[src/rtl/multicycle_pkg.sv]
// -----------------------------------------------------------------------------
// multicycle_pkg
// Shared definitions for the multi-cycle RV32I-subset core:
//   - RV32I opcode, funct3 and funct7 constants for the supported subset
//   - alu_op_t : operations of the combinational ALU inside the core
//   - state_t  : FETCH / DECODE / EXEC / MEM / WB / TRAP sequencer states
//   - alu_op_from_funct() : funct3 + "alternate" bit to ALU operation
// -----------------------------------------------------------------------------
package multicycle_pkg;

    // Major opcodes (instruction bits [6:0])
    localparam logic [6:0] OP_R      = 7'b0110011;
    localparam logic [6:0] OP_I      = 7'b0010011;
    localparam logic [6:0] OP_LUI    = 7'b0110111;
    localparam logic [6:0] OP_LOAD   = 7'b0000011;
    localparam logic [6:0] OP_STORE  = 7'b0100011;
    localparam logic [6:0] OP_BRANCH = 7'b1100011;
    localparam logic [6:0] OP_JAL    = 7'b1101111;

    // funct3 for ALU operations
    localparam logic [2:0] F3_ADD_SUB = 3'b000;
    localparam logic [2:0] F3_SLL     = 3'b001;
    localparam logic [2:0] F3_SLT     = 3'b010;
    localparam logic [2:0] F3_SLTU    = 3'b011;
    localparam logic [2:0] F3_XOR     = 3'b100;
    localparam logic [2:0] F3_SRL_SRA = 3'b101;
    localparam logic [2:0] F3_OR      = 3'b110;
    localparam logic [2:0] F3_AND     = 3'b111;

    // funct3 for branches
    localparam logic [2:0] F3_BEQ = 3'b000;
    localparam logic [2:0] F3_BNE = 3'b001;

    // funct7: the alternate encoding selects SUB / SRA / SRAI
    localparam logic [6:0] F7_BASE = 7'b0000000;
    localparam logic [6:0] F7_ALT  = 7'b0100000;

    typedef enum logic [3:0] {
        ALU_ADD,
        ALU_SUB,
        ALU_AND,
        ALU_OR,
        ALU_XOR,
        ALU_SLT,
        ALU_SLTU,
        ALU_SLL,
        ALU_SRL,
        ALU_SRA,
        ALU_PASS_B
    } alu_op_t;

    typedef enum logic [2:0] {
        FETCH,
        DECODE,
        EXEC,
        MEM,
        WB,
        TRAP
    } state_t;

    // alt = 1 selects SUB for funct3 000 and SRA for funct3 101.
    function automatic alu_op_t alu_op_from_funct(input logic [2:0] f3, input logic alt);
        alu_op_t op;
        op = ALU_ADD;
        case (f3)
            F3_ADD_SUB: op = alt ? ALU_SUB : ALU_ADD;
            F3_SLL:     op = ALU_SLL;
            F3_SLT:     op = ALU_SLT;
            F3_SLTU:    op = ALU_SLTU;
            F3_XOR:     op = ALU_XOR;
            F3_SRL_SRA: op = alt ? ALU_SRA : ALU_SRL;
            F3_OR:      op = ALU_OR;
            F3_AND:     op = ALU_AND;
        endcase
        return op;
    endfunction

endpackage

[src/rtl/multicycle_if.sv]
// -----------------------------------------------------------------------------
// multicycle_if
// Instruction- and data-memory request/acknowledge bundle of the core.
//   imem_req/imem_addr      core -> memory, fetch request held until ack
//   imem_ack/imem_rdata     memory -> core, instruction word valid with ack
//   dmem_req/dmem_we        core -> memory, data request (we=1 store)
//   dmem_addr/dmem_wdata    core -> memory, word address and store data
//   dmem_ack/dmem_rdata     memory -> core, load data valid with ack
// Modports: master (core side), slave (memory side).
// -----------------------------------------------------------------------------
interface multicycle_if #(
    parameter int unsigned XLEN = 32
);
    logic            imem_req;
    logic [XLEN-1:0] imem_addr;
    logic            imem_ack;
    logic [31:0]     imem_rdata;

    logic            dmem_req;
    logic            dmem_we;
    logic [XLEN-1:0] dmem_addr;
    logic [XLEN-1:0] dmem_wdata;
    logic            dmem_ack;
    logic [XLEN-1:0] dmem_rdata;

    modport master (
        output imem_req, imem_addr, dmem_req, dmem_we, dmem_addr, dmem_wdata,
        input  imem_ack, imem_rdata, dmem_ack, dmem_rdata
    );

    modport slave (
        input  imem_req, imem_addr, dmem_req, dmem_we, dmem_addr, dmem_wdata,
        output imem_ack, imem_rdata, dmem_ack, dmem_rdata
    );
endinterface

[src/rtl/mc_regfile.sv]
// -----------------------------------------------------------------------------
// mc_regfile
// Architectural register file: NREGS x XLEN, x0 reads as zero.
//   clk, reset          rising-edge clock, synchronous active-low clear
//   rs1_addr/rs1_data   combinational read port 1
//   rs2_addr/rs2_data   combinational read port 2
//   we/rd_addr/rd_data  synchronous write port (writes to x0 are dropped)
// -----------------------------------------------------------------------------
module mc_regfile #(
    parameter int unsigned XLEN  = 32,
    parameter int unsigned NREGS = 32
) (
    input  logic                     clk,
    input  logic                     reset,
    input  logic [$clog2(NREGS)-1:0] rs1_addr,
    output logic [XLEN-1:0]          rs1_data,
    input  logic [$clog2(NREGS)-1:0] rs2_addr,
    output logic [XLEN-1:0]          rs2_data,
    input  logic                     we,
    input  logic [$clog2(NREGS)-1:0] rd_addr,
    input  logic [XLEN-1:0]          rd_data
);
    logic [XLEN-1:0] regs [NREGS];

    // NOTE: clearing an array on reset maps it to flops rather than RAM; that
    // is wanted here because software relies on every register starting at 0.
    always_ff @(posedge clk) begin
        if (!reset) begin
            for (int i = 0; i < NREGS; i++) begin
                regs[i] <= '0;
            end
        end else if (we && (rd_addr != '0)) begin
            regs[rd_addr] <= rd_data;
        end
    end

    assign rs1_data = (rs1_addr == '0) ? '0 : regs[rs1_addr];
    assign rs2_data = (rs2_addr == '0) ? '0 : regs[rs2_addr];

endmodule

[src/rtl/multicycle_core.sv]
// -----------------------------------------------------------------------------
// multicycle_core
// Multi-cycle RV32I-subset core: FETCH -> DECODE -> EXEC -> (MEM) -> (WB).
//   clk      rising-edge core clock
//   reset    synchronous active-low reset
//   bus      multicycle_if.master: imem and dmem request/acknowledge ports
//   pc_o     current PC (debug)
//   instret  retired-instruction counter, wraps at 2^32
//   halted   core stopped in TRAP
// Build option: define MULTICYCLE_TRAP_ILLEGAL_EN to send unsupported opcodes
// to TRAP; otherwise they retire as NOPs and halted is tied low.
// -----------------------------------------------------------------------------
module multicycle_core
    import multicycle_pkg::*;
#(
    parameter int unsigned     XLEN     = 32,
    parameter int unsigned     NREGS    = 32,
    parameter logic [XLEN-1:0] RESET_PC = '0
) (
    input  logic                clk,
    input  logic                reset,
    multicycle_if.master        bus,
    output logic [XLEN-1:0]     pc_o,
    output logic [31:0]         instret,
    output logic                halted
);
    localparam int unsigned RW = $clog2(NREGS);
    localparam int unsigned SW = $clog2(XLEN);

    state_t          state, state_n;
    logic [XLEN-1:0] pc, pc_n;
    logic            retire;
    logic            rf_we;

    // Registered request outputs
    logic imem_req_q, dmem_req_q, dmem_we_q;

    // Datapath registers
    logic [31:0]     ir_q;
    logic [XLEN-1:0] a_q, b_q, imm_q, y_q, mdr_q;

    // Instruction fields
    logic [6:0] opcode, f7;
    logic [2:0] f3;
    logic [4:0] rd;
    assign opcode = ir_q[6:0];
    assign rd     = ir_q[11:7];
    assign f3     = ir_q[14:12];
    assign f7     = ir_q[31:25];

    logic is_r, is_i, is_lui, is_load, is_store, is_branch, is_jal, legal;
    assign is_r      = (opcode == OP_R);
    assign is_i      = (opcode == OP_I);
    assign is_lui    = (opcode == OP_LUI);
    assign is_load   = (opcode == OP_LOAD);
    assign is_store  = (opcode == OP_STORE);
    assign is_branch = (opcode == OP_BRANCH);
    assign is_jal    = (opcode == OP_JAL);
    assign legal     = is_r | is_i | is_lui | is_load | is_store | is_branch | is_jal;

    // Register file
    logic [XLEN-1:0] rs1_data, rs2_data;

    mc_regfile #(
        .XLEN  (XLEN),
        .NREGS (NREGS)
    ) u_regfile (
        .clk      (clk),
        .reset    (reset),
        .rs1_addr (RW'(ir_q[19:15])),
        .rs1_data (rs1_data),
        .rs2_addr (RW'(ir_q[24:20])),
        .rs2_data (rs2_data),
        .we       (rf_we),
        .rd_addr  (RW'(rd)),
        .rd_data  (is_load ? mdr_q : y_q)
    );

    // Immediate: built as 32 bits, then sign-extended to XLEN
    logic [31:0]     imm32;
    logic [XLEN-1:0] imm_ext;

    always_comb begin
        imm32 = {{20{ir_q[31]}}, ir_q[31:20]};
        case (opcode)
            OP_STORE:  imm32 = {{20{ir_q[31]}}, ir_q[31:25], ir_q[11:7]};
            OP_BRANCH: imm32 = {{19{ir_q[31]}}, ir_q[31], ir_q[7], ir_q[30:25], ir_q[11:8], 1'b0};
            OP_LUI:    imm32 = {ir_q[31:12], 12'b0};
            OP_JAL:    imm32 = {{11{ir_q[31]}}, ir_q[31], ir_q[19:12], ir_q[20], ir_q[30:21], 1'b0};
            default:   ;
        endcase
    end
    assign imm_ext = XLEN'($signed(imm32));

    // ALU operand and operation select
    alu_op_t         alu_op;
    logic [XLEN-1:0] alu_a, alu_b, alu_y;
    logic [SW-1:0]   shamt;

    // NOTE: every signal an always_comb block writes gets a default first, so
    // no path through the case/if leaves it unassigned and infers a latch.
    always_comb begin
        alu_op = ALU_ADD;
        alu_a  = a_q;
        alu_b  = imm_q;
        if (is_r) begin
            alu_b  = b_q;
            alu_op = alu_op_from_funct(f3, f7 == F7_ALT);
        end else if (is_i) begin
            // Only SRAI uses the alternate bit; ADDI has no subtract form.
            alu_op = alu_op_from_funct(f3, (f3 == F3_SRL_SRA) && (f7 == F7_ALT));
        end else if (is_lui) begin
            alu_op = ALU_PASS_B;
        end else if (is_jal) begin
            alu_a = pc;
            alu_b = XLEN'(4);
        end
    end

    assign shamt = alu_b[SW-1:0];

    always_comb begin
        alu_y = '0;
        case (alu_op)
            ALU_ADD:    alu_y = alu_a + alu_b;
            ALU_SUB:    alu_y = alu_a - alu_b;
            ALU_AND:    alu_y = alu_a & alu_b;
            ALU_OR:     alu_y = alu_a | alu_b;
            ALU_XOR:    alu_y = alu_a ^ alu_b;
            ALU_SLT:    alu_y = {{(XLEN-1){1'b0}}, $signed(alu_a) < $signed(alu_b)};
            ALU_SLTU:   alu_y = {{(XLEN-1){1'b0}}, alu_a < alu_b};
            ALU_SLL:    alu_y = alu_a << shamt;
            ALU_SRL:    alu_y = alu_a >> shamt;
            ALU_SRA:    alu_y = $unsigned($signed(alu_a) >>> shamt);
            ALU_PASS_B: alu_y = alu_b;
            default:    alu_y = '0;
        endcase
    end

    logic branch_taken;
    assign branch_taken = (f3 == F3_BNE) ? (a_q != b_q) : (a_q == b_q);

    // Acks only count while our own request is up; stray acks are ignored.
    logic imem_done, dmem_done;
    assign imem_done = imem_req_q && bus.imem_ack;
    assign dmem_done = dmem_req_q && bus.dmem_ack;

    // NOTE: sequential state uses non-blocking assignments so every flop
    // samples pre-edge values regardless of statement order.
    always_ff @(posedge clk) begin
        if (!reset) begin
            state <= FETCH;
        end else begin
            state <= state_n;
        end
    end

    always_comb begin
        state_n = state;
        pc_n    = pc;
        retire  = 1'b0;
        rf_we   = 1'b0;
        case (state)
            FETCH: begin
                if (imem_done) state_n = DECODE;
            end
            DECODE: begin
                if (legal) begin
                    state_n = EXEC;
                end else begin
`ifdef MULTICYCLE_TRAP_ILLEGAL_EN
                    state_n = TRAP;
`else
                    pc_n    = pc + XLEN'(4);
                    retire  = 1'b1;
                    state_n = FETCH;
`endif
                end
            end
            EXEC: begin
                if (is_branch) begin
                    pc_n    = branch_taken ? (pc + imm_q) : (pc + XLEN'(4));
                    retire  = 1'b1;
                    state_n = FETCH;
                end else if (is_jal) begin
                    // Link value goes through Y; WB leaves PC alone for JAL.
                    pc_n    = pc + imm_q;
                    state_n = WB;
                end else if (is_load || is_store) begin
                    state_n = MEM;
                end else begin
                    state_n = WB;
                end
            end
            MEM: begin
                if (dmem_done) begin
                    if (is_store) begin
                        pc_n    = pc + XLEN'(4);
                        retire  = 1'b1;
                        state_n = FETCH;
                    end else begin
                        state_n = WB;
                    end
                end
            end
            WB: begin
                rf_we   = (rd != 5'd0);
                pc_n    = is_jal ? pc : (pc + XLEN'(4));
                retire  = 1'b1;
                state_n = FETCH;
            end
            TRAP: begin
                state_n = TRAP;
            end
            default: begin
                state_n = FETCH;
            end
        endcase
    end

    // Architectural control state and registered request outputs
    always_ff @(posedge clk) begin
        if (!reset) begin
            pc         <= RESET_PC;
            instret    <= '0;
            imem_req_q <= 1'b0;
            dmem_req_q <= 1'b0;
            dmem_we_q  <= 1'b0;
        end else begin
            pc <= pc_n;
            if (retire) instret <= instret + 32'd1;
            imem_req_q <= (state_n == FETCH);
            dmem_req_q <= (state_n == MEM);
            dmem_we_q  <= (state_n == MEM) && is_store;
        end
    end

    // Datapath registers: always written before use, so they carry no reset.
    always_ff @(posedge clk) begin
        if ((state == FETCH) && imem_done) ir_q <= bus.imem_rdata;
        if (state == DECODE) begin
            a_q   <= rs1_data;
            b_q   <= rs2_data;
            imm_q <= imm_ext;
        end
        if (state == EXEC) y_q <= alu_y;
        if ((state == MEM) && dmem_done) mdr_q <= bus.dmem_rdata;
    end

    assign bus.imem_req   = imem_req_q;
    assign bus.imem_addr  = pc;
    assign bus.dmem_req   = dmem_req_q;
    assign bus.dmem_we    = dmem_we_q;
    assign bus.dmem_addr  = y_q;
    assign bus.dmem_wdata = b_q;
    assign pc_o           = pc;

`ifdef MULTICYCLE_TRAP_ILLEGAL_EN
    assign halted = (state == TRAP);
`else
    assign halted = 1'b0;
`endif

endmodule

[src/flat_wrapper.sv]
// flat-port wrapper written by rule: the top's interface ports become plain ports
module multicycle_core_flat import multicycle_pkg::*;
#(
    parameter int unsigned     XLEN     = 32,
    parameter int unsigned     NREGS    = 32,
    parameter logic [XLEN-1:0] RESET_PC = '0
)
  (clk, reset, pc_o, instret, halted, bus_imem_req, bus_imem_addr, bus_dmem_req, bus_dmem_we, bus_dmem_addr, bus_dmem_wdata, bus_imem_ack, bus_imem_rdata, bus_dmem_ack, bus_dmem_rdata);
  multicycle_if #(.XLEN(XLEN)) bus_i ();
  input  logic clk;
  input  logic reset;
  output logic [XLEN-1:0] pc_o;
  output logic [31:0] instret;
  output logic halted;
  output wire logic [$bits(bus_i.imem_req)-1:0] bus_imem_req;
  output wire logic [$bits(bus_i.imem_addr)-1:0] bus_imem_addr;
  output wire logic [$bits(bus_i.dmem_req)-1:0] bus_dmem_req;
  output wire logic [$bits(bus_i.dmem_we)-1:0] bus_dmem_we;
  output wire logic [$bits(bus_i.dmem_addr)-1:0] bus_dmem_addr;
  output wire logic [$bits(bus_i.dmem_wdata)-1:0] bus_dmem_wdata;
  input wire logic [$bits(bus_i.imem_ack)-1:0] bus_imem_ack;
  input wire logic [$bits(bus_i.imem_rdata)-1:0] bus_imem_rdata;
  input wire logic [$bits(bus_i.dmem_ack)-1:0] bus_dmem_ack;
  input wire logic [$bits(bus_i.dmem_rdata)-1:0] bus_dmem_rdata;
  assign bus_imem_req = bus_i.imem_req;
  assign bus_imem_addr = bus_i.imem_addr;
  assign bus_dmem_req = bus_i.dmem_req;
  assign bus_dmem_we = bus_i.dmem_we;
  assign bus_dmem_addr = bus_i.dmem_addr;
  assign bus_dmem_wdata = bus_i.dmem_wdata;
  assign bus_i.imem_ack = bus_imem_ack;
  assign bus_i.imem_rdata = bus_imem_rdata;
  assign bus_i.dmem_ack = bus_dmem_ack;
  assign bus_i.dmem_rdata = bus_dmem_rdata;
  multicycle_core #(.XLEN(XLEN), .NREGS(NREGS), .RESET_PC(RESET_PC)) u_core (.clk(clk), .reset(reset), .bus(bus_i), .pc_o(pc_o), .instret(instret), .halted(halted));
endmodule
[config.mk]
export PLATFORM = sky130hd
export DESIGN_NAME = multicycle_core_flat
export DESIGN_NICKNAME = d
export VERILOG_FILES = /design/src/rtl/multicycle_pkg.sv /design/src/rtl/multicycle_if.sv /design/src/rtl/mc_regfile.sv /design/src/rtl/multicycle_core.sv /design/src/flat_wrapper.sv
export SDC_FILE = /design/constraint.sdc
export NUM_CORES = 2
export LEC_CHECK = 0
export BUFFER_PORTS_ARGS = -buffer_cell sky130_fd_sc_hd__buf_4
export CAP_MARGIN = 25
export CELL_PAD_IN_SITES_DETAIL_PLACEMENT = 0
export CELL_PAD_IN_SITES_GLOBAL_PLACEMENT = 1
export CORE_MARGIN = 4
export CORE_UTILIZATION = 50
export CTS_BUF_LIST = sky130_fd_sc_hd__clkbuf_4 sky130_fd_sc_hd__clkbuf_8
export CTS_CLUSTER_DIAMETER = 50
export DETAILED_ROUTE_END_ITERATION = 8
export PLACE_DENSITY = 0.82
export SYNTH_ARGS = -nofsm -noshare
export SYNTH_HDL_FRONTEND = slang
export SYNTH_SLANG_ARGS = --single-unit
[constraint.sdc]
create_clock -name clk -period 6.38 [get_ports clk]
set_input_delay 1.276 -clock clk [delete_from_list [all_inputs] [get_ports clk]]
set_output_delay 1.276 -clock clk [all_outputs]
set_load 0.02 [all_outputs]
Word level (Yosys, flattened, before mapping)
Memory sizes are Yosys's and may differ from the RTL's. A register that Yosys moved wholly into a read port is not among the register bits.
Cells that the tools add are included.
- flip-flop bits (word level): 198
- memory bits (writable): 1024
- output and inout port bits: 164
- logic and storage cells: 136
- memories: 1
- memory list (name ; words ; bits a word ; read ports ; clocked after memory_dff ; wr ports ; line ; source):
    u_core.u_regfile.regs ; 32 ; 32 ; 2 ; 2 ; 32 ; mc_regfile.sv:23 ; logic [XLEN-1:0] regs [NREGS];
- $add $sub $neg: 5
- order comparisons: 2
- equal/unequal tests: 38
- shift operators: 3
- multiplexer cells: 50
- bitwise operators: 9
- reduce and logical (&&, ||, !) cells: 18
- operator list (operator ; count):
    two-way mux 32 bit ; 17
    one-hot mux 32 bit (11 select lines) ; 1
    one-hot mux 32 bit (4 select lines) ; 1
    one-hot mux 31 bit (4 select lines) ; 1
    adder 32 bit ; 2
    < comparator 32 bit ; 2
    one-hot mux 4 bit (8 select lines) ; 2
    adder 32 x 1 -> 32 bit, second input constant ; 1
    adder 32 x 3 -> 32 bit, second input constant ; 1
    bitwise AND 32 bit ; 1
    equality test 32 bit ; 1
    != test 32 bit ; 1
    bitwise OR 32 bit ; 1
    OR reduction 32 bit ; 1
    << shifter 32 x 5 -> 32 bit ; 1
    >> shifter 32 x 5 -> 32 bit ; 1
    >>> shifter 32 x 5 -> 32 bit ; 1
    subtractor 32 bit ; 1
    bitwise XOR 32 bit ; 1
    equality test 7 x 6 -> 1 bit, second input constant ; 4
    equality test 3 bit, second input constant ; 6
    two-way mux 3 bit ; 6
    equality test 4 x 3 -> 1 bit, second input constant ; 4
    equality test 3 x 2 -> 1 bit, second input constant ; 5
    25 further kinds ; 62

Depth between registers and ports, before layout
- word-level depth: 11
- gate-level depth with buffers: 20
- depth with buffers taken out: 16

Modules after synthesis
From an unflattened synthesis, not the netlist that was laid out.
- cell total of the unflattened synthesis: 6263
- area, all modules: 76816.2 µm²
- modules (own cells, without submodules) (module ; instances ; cells an instance ; area an instance (µm²)):
    mc_regfile ; 1 ; 3658 ; 54584.9
    multicycle_core ; 1 ; 2605 ; 22231.3

Worst setup path before layout
No wires, ideal clock.
- path kind: reg2reg
- start: register u_core.ir_q[4]
- end: register u_core.y_q[28] (netlist: u_core.bus.dmem_addr[28]), data pin
- data arrival time: 4270 ps
- data required time: 6109 ps
- slack: 1839 ps
- cell stages (with the launch flop): 20
- path through: edfxtp_1 buf_2 nand4b_2 nor2_4 nor2_2 a22oi_1 clkbuf_1 clkbuf_1 buf_2 ha_1 clkbuf_1 o31ai_1 o2111ai_1 nand4b_1 nand2_1 o41ai_1 a2111oi_0 a211oi_1 xnor2_1 o211ai_1
- longest elaborated chain between the ends: 7
- elaborated cells between the ends (all ways): 35
- ends and longest elaborated chain (item ; line ; source):
    start: declaration ; multicycle_core.sv:39 ; logic [31:0] ir_q;
    start signal: assignment ; multicycle_core.sv:240 ; if ((state == FETCH) && imem_done) ir_q <= bus.imem_rdata;
    equality test 7 bit ; multicycle_core.sv:58 ; assign is_jal = (opcode == OP_JAL);
    two-way mux 32 bit ; multicycle_core.sv:114 ; end else if (is_jal) begin
    two-way mux 32 bit ; multicycle_core.sv:112 ; end else if (is_lui) begin
    two-way mux 32 bit ; multicycle_core.sv:109 ; end else if (is_i) begin
    two-way mux 32 bit ; multicycle_core.sv:106 ; if (is_r) begin
    subtractor 32 bit (tied with other cells) ; multicycle_core.sv:126 ; ALU_SUB: alu_y = alu_a - alu_b;
    one-hot mux 32 bit (11 select lines) * ; multicycle_core.sv:124 ; case (alu_op)
    via u_core.alu_y[28] ; multicycle_core.sv:97 ; logic [XLEN-1:0] alu_a, alu_b, alu_y;
    end signal: assignment ; multicycle_core.sv:246 ; if (state == EXEC) y_q <= alu_y;
    end: declaration ; multicycle_core.sv:40 ; logic [XLEN-1:0] a_q, b_q, imm_q, y_q, mdr_q;
The timed path passes the listed nets; every way through them passes the cells marked *.
A chain may end at the register's enable or synchronous reset.

Final worst setup path
- start: register u_core.ir_q[6]
- end: register u_core.y_q[28] (netlist: u_core.bus.dmem_addr[28]), data pin
Same word-level chain as after synthesis.

==> run summary <==
status: finished clean
CTS tree: done
vias per cell: 6.86
Unique masters post-synth: 111
Pwr Density: 233 nW/um^2
Port Buffer Count: 230
Mean Syn Cell Area: 12.5 um^2
Buf/Inv on CP: 3
total gr overflow: 0
final hold violations: 0
Final Slew Violations: 0
CP arrival: 6.41 ns
routed via count: 55500
Peak VDD IR: 0.000217 V
area of the multi-input gates: 33800 um^2
min cycle time layout: 5.74 ns
WL final: 282000 um
initial antenna violation count: 7
post-route insts no fill: 8086
ys flop type: edfxtp_1
gp weighted congestion: 1.03
actual slew at the worst max-slew pin: 1.16 ns
Gate Count Post-Synth: 5882
Synth Cell Area: 73800 um^2
max-cap viol count: 0
die span in y: 392 um
number of setup buffers added after CTS: 0
Fill cells: 11900
first-pass GRT wire length: 395000 um
Hold Crit Class: input port to flip-flop
Leakage: 29.9 nW
initial detailed-routing violation count: 8632
Sum Neg Setup Slack: 0 ns
DRT Pass-1 Iters: 8
dpl hpwl: 186000 um
critical path launch point type: flip-flop
maximum fanout along the worst path: 20
DIE WIDTH: 392 um
Finished Core Util: 0.564
Post-synth EDFFs: 1216
Worst setup EP type: flip-flop
Synth Register Bits: 1286
die area: 154000 um^2
Ports: 232
worst-skew pair later-pin latency: 0.98 ns
WS Path Type: flip-flop to flip-flop
area growth from synthesis to layout: 11.6%
unrepaired setup endpoints after global routing: false
dpl cells: 7688
pin count of the biggest net entering global routing: 111
CTS Buf Count: 220
Synth async-reset ratio: 0
via count of the first global-routing pass: 54300
f_max: 0.174 GHz
Final period util: 0.900
yosys warns: 0
endpoints failing setup: 0
post-route ant nets: 0
share of layout cells above drive strength 1: 0.258
clk slew on worst S/H paths: 0.06 ns
H-tree levels: 4
core area: 146000 um^2
Starting Density: 0.505
CP delay by family, top: simple AND/OR/NAND/NOR gates
worst stage delay on the critical path: 0.67 ns
Longest Clk Path Bufs: 3
Critical Path RT: 7.05 ns
post-cts sizing count: 0
clock net sink count: 1286
Sequential Area: 37900 um^2
Max transition margin: 0.224
WL/cell: 34.8 um
post-synthesis sequential area ratio: 0.514
cts hold-fix bufs: 0
CP Cell Sequence: nand3_1 -> nor2_4 -> nor3_4 -> buf_4 -> ha_1 -> inv_1 -> fa_1 -> nor2b_1 -> o211ai_1 -> a31o_2 -> o221ai_1 -> nor4b_1 -> buf_4 -> o21ai_0 -> a21oi_1 -> a211oi_1 -> xnor2_1 -> o211ai_1
fin nets: 6202
Fin Clk Skew: 0.0900 ns
Slowest cell on crit path: nor4b_1
Clock Root Buffer: clkbuf_8
num rows: 140
drc violations: 0
GRT Util Overall: 0.364
==> power by group <==
| part | leakage, nW | switching, W | internal [W] |
|---|---|---|---|
| Sequential | 12.9 | 0.000197 | 0.00951 |
| Clock | 2.25 | 0.00356 | 0.00386 |
| Combinational | 14.7 | 0.00121 | 0.000818 |
| Total | 29.9 | 0.00497 | 0.0142 |
==> routing by layer <==
layer  wire [um]  part of all wire  GRT usage
met5          13          0.000046   0.000319
met4       23300             0.083      0.250
met3       33400              0.12     0.0809
met2      128000              0.46      0.562
met1       96600              0.34      0.461
==> cell usage in the layout (no fill, tap or decap), types with 42 or more instances in the layout <==
cell type     n
xnor2_1      63
nand3_1      87
nor3_1       65
a21o_1       44
mux2i_1     146
a21oi_1     210
clkinv_1     53
nand2_1     251
edfxtp_1   1216
ha_1        136
mux4_2      640
nor2_1     1305
dfxtp_1      70
o21ai_0     178
clkbuf_8    223
buf_4       396
xor2_1       45
nand2_2      63
o21ai_1      42
inv_1       111
clkbuf_4     64
==> cell type report <==
class                           count  share of cell area
Antenna cell                        2           0.0000608
Clock buffer                      287              0.0431
Clock inverter                    107             0.00906
Inverter                          121             0.00559
Multi-Input combinational cell   3945               0.410
Sequential cell                  1286               0.461
Tap cell                         1917              0.0291
Timing Repair Buffer              421              0.0425
==> cells by family (layout without fill, tap and decap cells) <==
family,count (synthesis),count (layout),share of synthesized area
AOI/OAI and AO/OA,831,831,0.0738
buffers and inverters,683,936,0.0386
and+or+nand+nor,1985,1985,0.112
adders and majority gates,139,139,0.0239
other,1,35,0.0000508
DFF,1286,1286,0.514
xor gates and xnor gates,108,108,0.0128
muxes,849,849,0.224
==> synth_stat cells (44+ instances only) <==
| cell type | count | area (um^2) |
|---|---|---|
| mux2i_1 | 178 | 1780 |
| xnor2_1 | 63 | 552 |
| nand2_1 | 314 | 1180 |
| xor2_1 | 45 | 394 |
| nor3_1 | 66 | 330 |
| nor2_1 | 1311 | 4920 |
| mux4_2 | 640 | 14400 |
| nand3_1 | 87 | 435 |
| dfxtp_1 | 70 | 1400 |
| clkbuf_1 | 387 | 1450 |
| buf_2 | 60 | 300 |
| a21oi_1 | 210 | 1050 |
| ha_1 | 136 | 1700 |
| o21ai_0 | 178 | 891 |
| inv_1 | 113 | 424 |
| a21o_1 | 44 | 330 |
| edfxtp_1 | 1216 | 36500 |
| buf_1 | 66 | 248 |
==> through the flow <==
stage	setup slack, ns	hold slack (ns)	power [W]	cell area, um^2
final	0.641	0.479	0.0192	82300
after global routing	0.363	0.431	0.0197	82300
after CTS	0.827	0.389	0.0192	82300
after detailed placement	0.825	0.500	0.0118	78000
after global placement	0.842	0.482	0.0118	77700
after floorplan	1.84	0.501	0.0110	73900
==> registers in the layout, summed over array words and instances (netlist names) <==
signal,flops
u_core.ir_q,32
u_core.state,3
u_core.bus.dmem_wdata,32
u_core.bus.dmem_req,1
u_core.imm_q,32
u_core.mdr_q,32
u_core.bus.dmem_we,1
u_core.bus.imem_addr,32
u_core.instret,32
u_core.a_q,32
u_core.bus.dmem_addr,32
u_core.u_regfile.regs,1024
u_core.bus.imem_req,1
==> worst register-to-register path: stages, from the launching register on <==
cell	delay [ns]
edfxtp_1	0.54
nand3_1	0.42
nor2_4	0.66
nor3_4	0.10
buf_4	0.26
ha_1	0.24
inv_1	0.08
fa_1	0.22
nor2b_1	0.23
o211ai_1	0.15
a31o_2	0.30
o221ai_1	0.44
nor4b_1	0.67
buf_4	0.24
o21ai_0	0.08
a21oi_1	0.40
a211oi_1	0.18
xnor2_1	0.16
o211ai_1	0.10
==> final timing paths <==
kind | start | endpoint | slack, ns | cells past startpoint
max | u_core.ir_q[6] | u_core.bus.dmem_addr[28] | 0.64 | 18
min | bus_imem_rdata[16] | u_core.ir_q[16] | 0.48 | 1
max reg2reg | u_core.ir_q[6] | u_core.bus.dmem_addr[28] | 0.64 | 18
min reg2reg | u_core.instret[21] | u_core.instret[21] | 0.51 | 2
Power figures use the tool's default switching activity.
